===== config.mk =====
export PLATFORM = sky130hd
export DESIGN_NAME = uart_rx_param
export DESIGN_NICKNAME = d
export VERILOG_FILES = /design/src/rtl/uart_pkg.sv /design/src/rtl/uart_rx_sync.sv /design/src/rtl/uart_rx_param.sv
export SDC_FILE = /design/constraint.sdc
export NUM_CORES = 1
export LEC_CHECK = 0
export ABC_AREA = 1
export CAP_MARGIN = 20
export CORE_ASPECT_RATIO = 0.5
export CORE_MARGIN = 2
export CORE_UTILIZATION = 50
export DETAILED_ROUTE_END_ITERATION = 8
export HOLD_SLACK_MARGIN = 0.03
export PLACE_DENSITY = 0.73
export SLEW_MARGIN = 10
export SYNTH_ARGS = -nofsm -noshare
export SYNTH_HDL_FRONTEND = slang
export SYNTH_SLANG_ARGS = --single-unit

===== constraint.sdc =====
create_clock -name clk -period 2.5 [get_ports clk]
set_input_delay 0.375 -clock clk [delete_from_list [all_inputs] [get_ports clk]]
set_output_delay 0.375 -clock clk [all_outputs]
set_load 0.01 [all_outputs]

===== src/rtl/uart_pkg.sv =====
// Shared types, parity constants and the parity helper for the parametrised UART receiver.
package uart_pkg;

  typedef enum logic [2:0] {
    IDLE    = 3'd0,
    START   = 3'd1,
    DATA    = 3'd2,
    PARITY  = 3'd3,
    STOP    = 3'd4,
    CLEANUP = 3'd5
  } uart_state_e;

  localparam int PARITY_NONE = 0;
  localparam int PARITY_EVEN = 1;
  localparam int PARITY_ODD  = 2;

  localparam int MAX_DATA_WIDTH = 9;

  // Parity bit a correct transmitter sends; unused upper bits must be zero.
  function automatic logic parity_calc(input logic [MAX_DATA_WIDTH-1:0] data,
                                       input int mode);
    logic p;
    p = ^data;
    if (mode == PARITY_ODD) return ~p;
    else if (mode == PARITY_EVEN) return p;
    else return 1'b0;
  endfunction

endpackage


===== src/rtl/uart_rx_sync.sv =====
// Two-flop RX synchroniser; with UART_RX_MAJORITY_VOTE_EN it also provides a
// 3-tap majority of the synchronised line for noise-tolerant sampling.
module uart_rx_sync
  import uart_pkg::*;
(
  input  logic clk,
  input  logic rst_n,
  input  logic rx_serial,
  output logic line,
  output logic sample
);

  logic meta;

  always_ff @(posedge clk or negedge rst_n) begin
    if (!rst_n) begin
      meta <= 1'b1;
      line <= 1'b1;
    end else begin
      meta <= rx_serial;
      line <= meta;
    end
  end

`ifdef UART_RX_MAJORITY_VOTE_EN
  logic line_d1;
  logic line_d2;

  always_ff @(posedge clk or negedge rst_n) begin
    if (!rst_n) begin
      line_d1 <= 1'b1;
      line_d2 <= 1'b1;
    end else begin
      line_d1 <= line;
      line_d2 <= line_d1;
    end
  end

  // Window is the current line value plus the two before it.
  assign sample = (line & line_d1) | (line & line_d2) | (line_d1 & line_d2);
`else
  assign sample = line;
`endif

endmodule


===== src/rtl/uart_rx_param.sv =====
// Parametrised UART receiver with valid/ready output and overrun detection.
// Optional 3-tap majority sampling is enabled by defining UART_RX_MAJORITY_VOTE_EN.
module uart_rx_param
  import uart_pkg::*;
#(
  parameter int CLKS_PER_BIT = 16,
  parameter int DATA_WIDTH   = 8,
  parameter int PARITY_MODE  = 0,
  parameter int STOP_BITS    = 1
) (
  input  logic                  clk,
  input  logic                  rst_n,
  input  logic                  rx_serial,
  output logic [DATA_WIDTH-1:0] rx_data,
  output logic                  rx_valid,
  input  logic                  rx_ready,
  output logic                  frame_err,
  output logic                  parity_err,
  output logic                  overrun_err
);

  localparam int CNT_W = $clog2(CLKS_PER_BIT);
  localparam logic [CNT_W-1:0] BIT_LAST  = CNT_W'(CLKS_PER_BIT - 1);
  localparam logic [CNT_W-1:0] HALF_LAST = CNT_W'(CLKS_PER_BIT / 2 - 1);
  localparam logic [3:0]       DATA_LAST = 4'(DATA_WIDTH - 1);
  localparam logic             STOP_LAST = (STOP_BITS == 2);

  localparam logic [2:0] ST_IDLE    = 3'(IDLE);
  localparam logic [2:0] ST_START   = 3'(START);
  localparam logic [2:0] ST_DATA    = 3'(DATA);
  localparam logic [2:0] ST_PARITY  = 3'(PARITY);
  localparam logic [2:0] ST_STOP    = 3'(STOP);
  localparam logic [2:0] ST_CLEANUP = 3'(CLEANUP);

  if (CLKS_PER_BIT < 4 || DATA_WIDTH < 5 || DATA_WIDTH > MAX_DATA_WIDTH ||
      PARITY_MODE < 0 || PARITY_MODE > 2 || STOP_BITS < 1 || STOP_BITS > 2) begin : g_param_err
    $error("uart_rx_param: illegal parameter combination");
  end

`ifdef UART_RX_MAJORITY_VOTE_EN
  if (CLKS_PER_BIT < 8) begin : g_vote_err
    $error("uart_rx_param: majority voting needs CLKS_PER_BIT >= 8");
  end
`endif

  logic                  line;
  logic                  sample;
  logic [2:0]            state;
  logic [CNT_W-1:0]      bit_cnt;
  logic [3:0]            bit_idx;
  logic                  stop_idx;
  logic [DATA_WIDTH-1:0] shreg;
  logic                  ferr_q;
  logic                  perr_q;
  logic                  tick;
  logic                  smp_en;
  logic                  smp_bit;

  uart_rx_sync u_sync (
    .clk       (clk),
    .rst_n     (rst_n),
    .rx_serial (rx_serial),
    .line      (line),
    .sample    (sample)
  );

  always_comb begin
    tick = 1'b0;
    case (state)
      ST_START:                   tick = (bit_cnt == HALF_LAST);
      ST_DATA, ST_PARITY, ST_STOP: tick = (bit_cnt == BIT_LAST);
      default:                    tick = 1'b0;
    endcase
  end

`ifdef UART_RX_MAJORITY_VOTE_EN
  logic tick_d;

  // The majority needs the line value after the terminal count, so act a cycle late.
  always_ff @(posedge clk or negedge rst_n) begin
    if (!rst_n) tick_d <= 1'b0;
    else        tick_d <= tick;
  end

  assign smp_en  = tick_d;
  assign smp_bit = sample;
`else
  assign smp_en  = tick;
  assign smp_bit = sample;
`endif

  always_ff @(posedge clk or negedge rst_n) begin
    if (!rst_n) begin
      bit_cnt <= '0;
    end else if (state == ST_IDLE || state == ST_CLEANUP || tick) begin
      bit_cnt <= '0;
    end else begin
      bit_cnt <= bit_cnt + CNT_W'(1);
    end
  end

  always_ff @(posedge clk or negedge rst_n) begin
    if (!rst_n) begin
      state    <= ST_IDLE;
      bit_idx  <= '0;
      stop_idx <= 1'b0;
      ferr_q   <= 1'b0;
      perr_q   <= 1'b0;
    end else begin
      case (state)
        ST_IDLE: begin
          bit_idx  <= '0;
          stop_idx <= 1'b0;
          if (!line) begin
            state  <= ST_START;
            ferr_q <= 1'b0;
            perr_q <= 1'b0;
          end
        end
        ST_START: begin
          // A line back high at mid-bit was a glitch, not a start bit.
          if (smp_en) state <= smp_bit ? ST_IDLE : ST_DATA;
        end
        ST_DATA: begin
          if (smp_en) begin
            bit_idx <= bit_idx + 4'd1;
            if (bit_idx == DATA_LAST)
              state <= (PARITY_MODE != PARITY_NONE) ? ST_PARITY : ST_STOP;
          end
        end
        ST_PARITY: begin
          if (smp_en) begin
            perr_q <= (smp_bit != parity_calc(MAX_DATA_WIDTH'(shreg), PARITY_MODE));
            state  <= ST_STOP;
          end
        end
        ST_STOP: begin
          if (smp_en) begin
            if (!smp_bit) ferr_q <= 1'b1;
            stop_idx <= ~stop_idx;
            if (stop_idx == STOP_LAST) state <= ST_CLEANUP;
          end
        end
        ST_CLEANUP: state <= ST_IDLE;
        default:    state <= ST_IDLE;
      endcase
    end
  end

  always_ff @(posedge clk) begin
    if (state == ST_DATA && smp_en) shreg <= {smp_bit, shreg[DATA_WIDTH-1:1]};
  end

  // A pending word is only replaced when the consumer takes it in the same cycle.
  always_ff @(posedge clk or negedge rst_n) begin
    if (!rst_n) begin
      rx_data     <= '0;
      rx_valid    <= 1'b0;
      frame_err   <= 1'b0;
      parity_err  <= 1'b0;
      overrun_err <= 1'b0;
    end else begin
      overrun_err <= 1'b0;
      if (rx_valid && rx_ready) rx_valid <= 1'b0;
      if (state == ST_CLEANUP) begin
        if (!rx_valid || rx_ready) begin
          rx_data    <= shreg;
          frame_err  <= ferr_q;
          parity_err <= perr_q;
          rx_valid   <= 1'b1;
        end else begin
          overrun_err <= 1'b1;
        end
      end
    end
  end

endmodule


### Word level (Yosys, flattened, before mapping)

Cells that the tools add are included.

* register bits: 36
* input bits: 4
* output and inout bits: 12
* logic and storage cells: 79

* add/sub/neg operators: 2
* equal/unequal tests: 17
* muxes and demuxes: 28
* bitwise operators: 1
* reduce and logical (&&, ||, !) cells: 17

Operators with widths (count)
* $mux W3: 7
* $ne A2 B2 Y1 const B: 8
* $pmux W3 S5: 1
* $mux W1: 12
* $add A4 B1 Y4 const B: 2
* $eq A4 B3 Y1 const B: 2
* $mux W4: 2
* $pmux W1 S2: 4
* $pmux W4 S2: 1
* $reduce_and A7 Y1: 1
* $eq A3 B2 Y1 const B: 2
* $eq A3 B3 Y1 const B: 2
* $reduce_and A2 Y1: 3
* $reduce_bool A2 Y1: 3
* $eq A4 B4 Y1 const B: 1
* $reduce_and A4 Y1: 1
* $eq A3 B1 Y1 const B: 1
* $logic_not A3 Y1: 1
* $logic_or A1 B1 Y1: 3
* $reduce_and A3 Y1: 1
* $reduce_or A3 Y1: 1
* $logic_and A1 B1 Y1: 2
* $mux W2: 1
* $logic_not A1 Y1: 1
* 2 further kinds: 2

### Depth between registers and ports, before layout

Gate-level depths: netlist of run 1.

* word-level depth: 8
* depth in mapped cells: 9
* depth with buffers taken out: 9

### Cells and area by module

A second synthesis of run 1 with hierarchy kept.

* cells, all modules: 143
* area total of the unflattened synthesis: 1581.5 sq um

By module, submodules not included
* uart_rx_param: times used 1, cells an instance 140, area each 1521.5 sq um, seq. area each 890.9 sq um
* uart_rx_sync: times used 1, cells an instance 3, area each 60.1 sq um, seq. area each 52.6 sq um

### Worst setup path before layout of run 1

OpenSTA, ideal clock, no wires.

* kind: register to register
* start point: register state[1]
* end point: register shreg[0], enable pin
* library setup time: 308 ps
* arrival: 1194 ps
* data required time: 2192 ps
* slack: 999 ps
* cell stages (with the launch flop): 8
* buffers on the path: 0
* period minus slack after synthesis: 1501 ps
* cell sequence: dfrtp_1 nor2_2 nand2_1 nand3_2 nand3_4 nand2_4 nand2_4 inv_2

* word-level cells in the longest chain between the ends: 4
* elaborated cells between the ends (all ways): 7
* classes of those cells: eq/ne (4); mux (1); reduce/logical (2)

Ends and longest elaborated chain
* start: declaration: RTL line uart_rx_param.sv:48 `logic [2:0] state;`
* start signal: assignment: RTL line uart_rx_param.sv:122 `if (smp_en) state <= smp_bit ? ST_IDLE : ST_DATA;`
* start signal: assignment: RTL line uart_rx_param.sv:128 `state <= (PARITY_MODE != PARITY_NONE) ? ST_PARITY : ST_STOP;`
* $eq A3 B2 Y1, or another cell as far along: RTL line uart_rx_param.sv:69, uart_rx_param.sv:151
* $reduce_or A3 Y1: RTL line uart_rx_param.sv:69 `case (state)`
* $pmux W1 S2: RTL line uart_rx_param.sv:69
* $logic_and A1 B1 Y1 *: RTL line uart_rx_param.sv:151 `if (state == ST_DATA && smp_en) shreg <= {smp_bit, shreg[DATA_WIDTH-1:1]};`
* end signal: assignment: RTL line uart_rx_param.sv:151
* end: declaration: RTL line uart_rx_param.sv:52 `logic [DATA_WIDTH-1:0] shreg;`

Every way passes the cells marked *; elsewhere a longest branch is shown, timed or not.
A chain may end at the register's enable or synchronous reset.

### Final worst setup path of run 1

Same ends and word-level chain as after synthesis.

==> results of run 1 <==
layout make-up:
class                   instances  area share, %
inverters                      15          2.945
flip-flops and latches         36          49.35
well taps                      40          2.618
clock inverters                 2          1.832
multi-input cells              88          31.22
repair buffers                 16          8.246
clock buffers                   6          3.796
power by group through the flow:
stage	clock [W]	sequential, W	combinational, W
after floorplan	0	0.000885	0.000450
after global placement	0	0.000860	0.000714
after detailed placement	0	0.000870	0.000735
after CTS	0.000504	0.000862	0.000736
after global routing	0.000536	0.000881	0.000791
final	0.000497	0.000859	0.000726
kinds of logic after synthesis:
family | Yosys count
AO/OA/AOI/OAI | 8
XOR/XNOR | 1
adder cells (fa/ha/maj) | 2
buffers and inverters | 15
flip-flops | 36
multiplexers | 10
AND/OR/NAND/NOR | 67
how the worst max path moves through the flow:
| stage | startpoint | end | slack, ns | cells past startpoint |
|---|---|---|---|---|
| 2_1_floorplan | state[1] | shreg[0] | 1.0 | 7 |
| 3_3_place_gp | rx_ready | rx_data[0] | 0.90 | 5 |
| 3_5_place_dp | state[1] | shreg[3] | 0.84 | 7 |
| 4_1_cts | state[1] | shreg[2] | 0.84 | 7 |
| 5_1_grt | state[1] | shreg[3] | 0.71 | 7 |
| 6_report | state[1] | shreg[0] | 0.85 | 7 |
synthesized netlist by cell type:
master / count / area, um2
dfstp_2: 2 / 52.55
nand2_4: 3 / 33.78
nor2_2: 1 / 6.260
mux2_4: 10 / 150.1
nand3_1: 13 / 65.06
o21ai_1: 1 / 5.000
inv_1: 12 / 45.04
o21ai_0: 5 / 25.02
a21oi_1: 1 / 5.000
nand2_2: 2 / 12.51
ha_1: 2 / 25.02
xor2_1: 1 / 8.760
inv_2: 3 / 11.26
nand4_1: 5 / 31.28
nor3_4: 1 / 16.27
nand3_2: 4 / 40.04
nand3b_1: 1 / 7.510
a21boi_2: 1 / 11.26
nand3_4: 1 / 17.52
nor2_1: 9 / 33.78
dfrtp_1: 26 / 650.6
nand2_1: 26 / 97.59
nor3_1: 1 / 5.000
edfxtp_1: 8 / 240.2
metrics by stage:
step	hold WS (ns)	util, %	std cells	power (W)
3_5_place_dp	0.3475	59.54	195	0.001605
5_1_grt	0.3602	63.09	203	0.002208
6_report	0.3571	63.09	203	0.002083
3_3_place_gp	0.3476	59.54	195	0.001575
2_1_floorplan	0.07941	-	139	0.001335
4_1_cts	0.3569	63.09	203	0.002102
sequential cells by signal (all words and copies together) (netlist names):
name         cells
rx_data          8
shreg            8
bit_cnt          4
bit_idx          4
state            3
ferr_q           1
frame_err        1
overrun_err      1
parity_err       1
perr_q           1
rx_valid         1
stop_idx         1
u_sync.line      1
u_sync.meta      1
worst max-delay path, stage by stage (launching register included):
cell     delay (ns)
dfrtp_1        0.48
nor2_2         0.23
nand2_1        0.13
nand3_2        0.10
nand3_4        0.10
nand2_4        0.09
nand2_4        0.07
inv_2          0.15
metal layers:
metal	GRT usage (%)	part of all wire (%)	routed length, um	up-vias
li1	-	-	-	511
met1	21.63	50	1331	471
met2	26.08	46	1228	19
met3	6.286	3.7	99	0
met4	5.484	0	0	0
met5	0	0	0	-
==> flow_metrics.py, run 1 <==
metrics = {
    "outcome": {
        "status": "finished, final reports clean",
    },
    "route": {
        "vias_per_cell": 4.931,
        "routedWlPerCell_um": 13.10,
        "routed_wl_um": 2659,
        "drtAntennaViolNets": 0,
        "drt_iter0_drc": 51,
        "via_count": 1001,
        "dr.pass1.iters": 4,
        "drcViolationCount": 0,
    },
    "yosys": {
        "syn_area_um2": 1597,
        "synth.avg_cell_area_um2": 11.49,
        "synth-compound-area-share_pct": 2.900,
        "ys_types": 24,
        "syn_inst": 139,
        "synth_top_family_by_area": "simple AND/OR/NAND/NOR gates",
        "seq_area_frac_synth_pct": 59.09,
        "synth-adder-area-share_pct": 1.567,
        "synth_seq_cells": 36,
        "synth_warnings": 0,
        "synthXorXnorAreaFrac_pct": 0.5486,
        "synth_simple_gate_area_share_pct": 22.96,
        "muxShareOfSynthArea_pct": 9.404,
        "synthesis.nets": 145,
    },
    "floorplan": {
        "die_x_um": 83.92,
        "dieArea_um2": 3688,
        "start_util_pct": 52.68,
        "fp.coreArea_um2": 3030,
        "rows": 14,
        "dieHeight_um": 43.96,
        "pin_count": 16,
    },
    "power": {
        "seqPwrFrac_pct": 41.3,
        "p_sw_w": 0.0006751,
        "p_clk_share_pct": 23.9,
        "p_comb_share_pct": 34.9,
        "power_density_nw_per_um2": 1090,
        "cellLeakagePower_nw": 0.9131,
        "power.internal_w": 0.001408,
        "irDropWorstVdd_mv": 0.6116,
        "p_sw_share_pct": 32.41,
    },
    "sta": {
        "fin_crit_ns": 1.646,
        "rsz0062_at_grt": "false",
        "tightestPinTransition_ns": 0.3535,
        "setup_viol": 0,
        "final_max_slew_viol_count": 0,
        "fmax_mhz": 607.6,
        "slew_headroom_pct": 76.43,
        "finalWorstSetupSlack_ns": 0.8540,
        "skew_ns": 0.004144,
        "setup_tns_ns": 0,
        "hold_viol": 0,
        "fin_crit_sh_pct": 65.84,
    },
    "grt": {
        "grt_pass1_wl_um": 4533,
        "grt_start_max_net_pins": 29,
        "grt.overflow.total": 0,
        "grt_pass1_vias": 992,
        "grt_antenna_before_repair": 0,
        "grt_usage_pct": 16.54,
    },
    "worst_setup_path": {
        "cp.required_ns": 2.49,
        "r2r.worst_path.cells": 7,
        "arrival_ns": 1.63,
        "crit_path_start_kind": "register",
        "r2r_end": "shreg[0]",
        "crit_path_max_fanout": 9,
        "endpoint_kind": "register",
        "critPathKind": "reg2reg",
        "reg2reg_from": "state[1]",
        "rrSetupSlack_ns": 0.85,
    },
    "clock_network": {
        "cts_tree": "yes",
        "cts_made_buffers": 5,
        "cts_root_buf": "clkbuf_8",
        "cts_sinks": 36,
        "postCtsHoldBufs": 0,
        "clkTransAtPathRegs_ns": 0.07,
        "post_cts_resized": 0,
        "clk-insertion-delay-late_ns": 0.28,
        "htree_levels": 2,
        "ctsLongestPathBuffers": 2,
        "post_cts_buffers": 0,
    },
    "min_path": {
        "min_path_type": "reg2reg",
        "worstHoldStart": "u_sync.meta",
        "holdPathEnd": "u_sync.line",
        "holdPathStages": 0,
    },
    "placement": {
        "place_area_um2": 1804,
        "gp_congestion": 0.8772,
        "place_hpwl_um": 1945,
        "io_buffer_count": 15,
        "pre_cts_ws_ns": 0.8356,
    },
    "layout": {
        "multi_input_area_um2": 596.8,
        "nNetsFinal": 168,
        "drive_above_1_share_pct": 22.09,
        "layout_common_cells": "nand2_1, dfrtp_1, clkdlybuf4s50_1, nand3_1, inv_1",
        "synthToLayoutAreaGrowth_pct": 19.75,
        "fillers": 251,
        "n_antenna_cell": 0,
        "design_area_um2": 1912,
        "seq_area_um2": 943.4,
    },
    "job": {
        "max-cap-violations": 0,
    },
}
No activity file was read; power rests on OpenSTA's default activity.
==> run 2: changes to the inputs <==
- clock period: 2.5 -> 1.65 ns (I/O delays scaled with it)
==> run 2 against run 1 <==
Compared with the run above:
- design area grew 0.46%
- clock power grew 23%
- sequential share of layout area down 0.23 points
- sequential power grew 51%
- core utilization rose by 0.29 points
- hold slack lost 0.024 ns
- critical path type unchanged
- critical endpoint is now perr_q
==> flow_metrics.py, run 2 (synthesized netlist as in run 1, its figures left out) <==
metrics = {
    "layout": {
        "utilization_pct": 63.38,
        "n_antenna_cell": 0,
        "nNetsFinal": 172,
        "largestRegisters": "rx_data x8, shreg x8",
        "layout_common_cells": "nand2_1, dfrtp_1, clkdlybuf4s50_1, nand3_1, inv_1",
        "drive_above_1_share_pct": 23.35,
        "synthToLayoutAreaGrowth_pct": 20.30,
    },
    "route": {
        "routed_wl_um": 2757,
        "dr.pass1.iters": 4,
        "drt_iter0_drc": 44,
        "via_count": 1039,
        "drtAntennaViolNets": 0,
        "vias_per_cell": 5.019,
        "routedWlPerCell_um": 13.32,
        "drcViolationCount": 0,
    },
    "outcome": {
        "status": "finished, final reports clean",
    },
    "floorplan": {
        "start_util_pct": 52.68,
        "dieArea_um2": 3688,
        "rows": 14,
        "die_x_um": 83.92,
        "pin_count": 16,
        "dieHeight_um": 43.96,
        "fp.coreArea_um2": 3030,
    },
    "sta": {
        "skew_ns": 0.006084,
        "tightestPinTransition_ns": 0.3614,
        "fmax_mhz": 661.6,
        "hold_viol": 0,
        "fin_crit_ns": 1.512,
        "setup_tns_ns": 0,
        "setup_viol": 0,
        "fin_crit_sh_pct": 91.61,
        "final_max_slew_viol_count": 0,
        "slew_headroom_pct": 75.91,
        "rsz0062_at_grt": "false",
    },
    "power": {
        "irDropWorstVdd_mv": 1.060,
        "cellLeakagePower_nw": 0.9154,
        "power_density_nw_per_um2": 1606,
        "p_total_w": 0.003085,
    },
    "worst_setup_path": {
        "crit_path_max_fanout": 7,
        "crit_start": "state[0]",
        "cp_top_family": "simple AND/OR/NAND/NOR gates",
        "reg2reg_from": "state[0]",
        "endpoint_kind": "register",
        "crit_path_start_kind": "register",
        "max_stage_delay_ns": 0.45,
        "rrSetupSlack_ns": 0.14,
        "cp.depth": 8,
        "critPathKind": "reg2reg",
        "cp_cell_sequence": "nor2_2, buf_4, nand2_2, buf_4, o21ai_0, nand3_1, nand2_1, o21ai_1",
        "crit_buf_inv": 2,
        "r2r.worst_path.cells": 8,
        "worst_path_max_delay_cell": "dfrtp_1",
        "arrival_ns": 1.69,
        "cp.required_ns": 1.83,
        "cpMostUsedCell": "buf_4",
        "r2r_end": "perr_q",
    },
    "clock_network": {
        "cts_root_buf": "clkbuf_8",
        "htree_levels": 2,
        "clkTransAtPathRegs_ns": 0.07,
        "cts_sinks": 36,
        "post_cts_buffers": 0,
        "cts_made_buffers": 5,
        "ctsLongestPathBuffers": 2,
        "cts_tree": "yes",
        "clk-insertion-delay-late_ns": 0.29,
    },
    "grt": {
        "grt_pass1_vias": 1044,
        "grt_usage_pct": 17.32,
        "grt_pass1_wl_um": 4664,
        "grt_antenna_before_repair": 0,
        "grt_start_max_net_pins": 29,
        "grt.overflow.total": 0,
    },
    "min_path": {
        "min_path_type": "in2async",
    },
    "placement": {
        "gp_congestion": 0.8424,
        "place_hpwl_um": 1935,
        "io_buffer_count": 15,
    },
    "job": {
        "max-cap-violations": 0,
    },
}
[run 2: metrics by stage]
step	hold WS, ns	cell area [um2]	worst slack, ns	instances
6_report	0.3329	1921	0.1384	207
5_1_grt	0.3602	1921	0.03284	207
4_1_cts	0.3449	1918	0.09771	207
3_5_place_dp	0.3475	1834	0.1027	199
3_3_place_gp	0.3468	1834	0.1188	199
2_1_floorplan	-0.04809	1597	0.1487	139
[run 2: worst max path at each step]
stage / to / slack [ns]
finish: perr_q / 0.14
global route: perr_q / 0.03
CTS: shreg[7] / 0.1
detailed placement: shreg[3] / 0.10
global placement: shreg[7] / 0.12
floorplan: shreg[0] / 0.15
[run 2: repair_timing]
action	CTS	global route
resized for setup	0	1
hold buffers	0	0
setup endpoints to repair	0	8
[run 2: final cells by class]
type	instances	area, um2
clock inverter	2	11.26
timing repair buffer	20	187.7
tap	40	50.05
multi-input combinational	88	596.8
sequential	36	943.4
inverter	15	58.81
clock buffer	6	72.57
fill	236	1110
[run 2: power by group]
group          switching (W)  internal (W)
Clock               0.000318      0.000293
Combinational       0.000573      0.000601
Sequential          0.000163       0.00114
[run 2: per-layer routing]
metal  vias to the layer above  wire length (um)  GRT usage (%)
li1                        521                 -              -
met1                       492              1345          22.06
met2                        18              1241          26.88
met3                         8                96          5.714
met4                         0                74          9.677
met5                         -                 0              0
[run 2: worst register-to-register path, stage by stage (launching register included)]
cell and delay, ns:
dfrtp_1 0.45, nor2_2 0.15, buf_4 0.14, nand2_2 0.13, buf_4 0.19, o21ai_0 0.08
nand3_1 0.13, nand2_1 0.08, o21ai_1 0.06
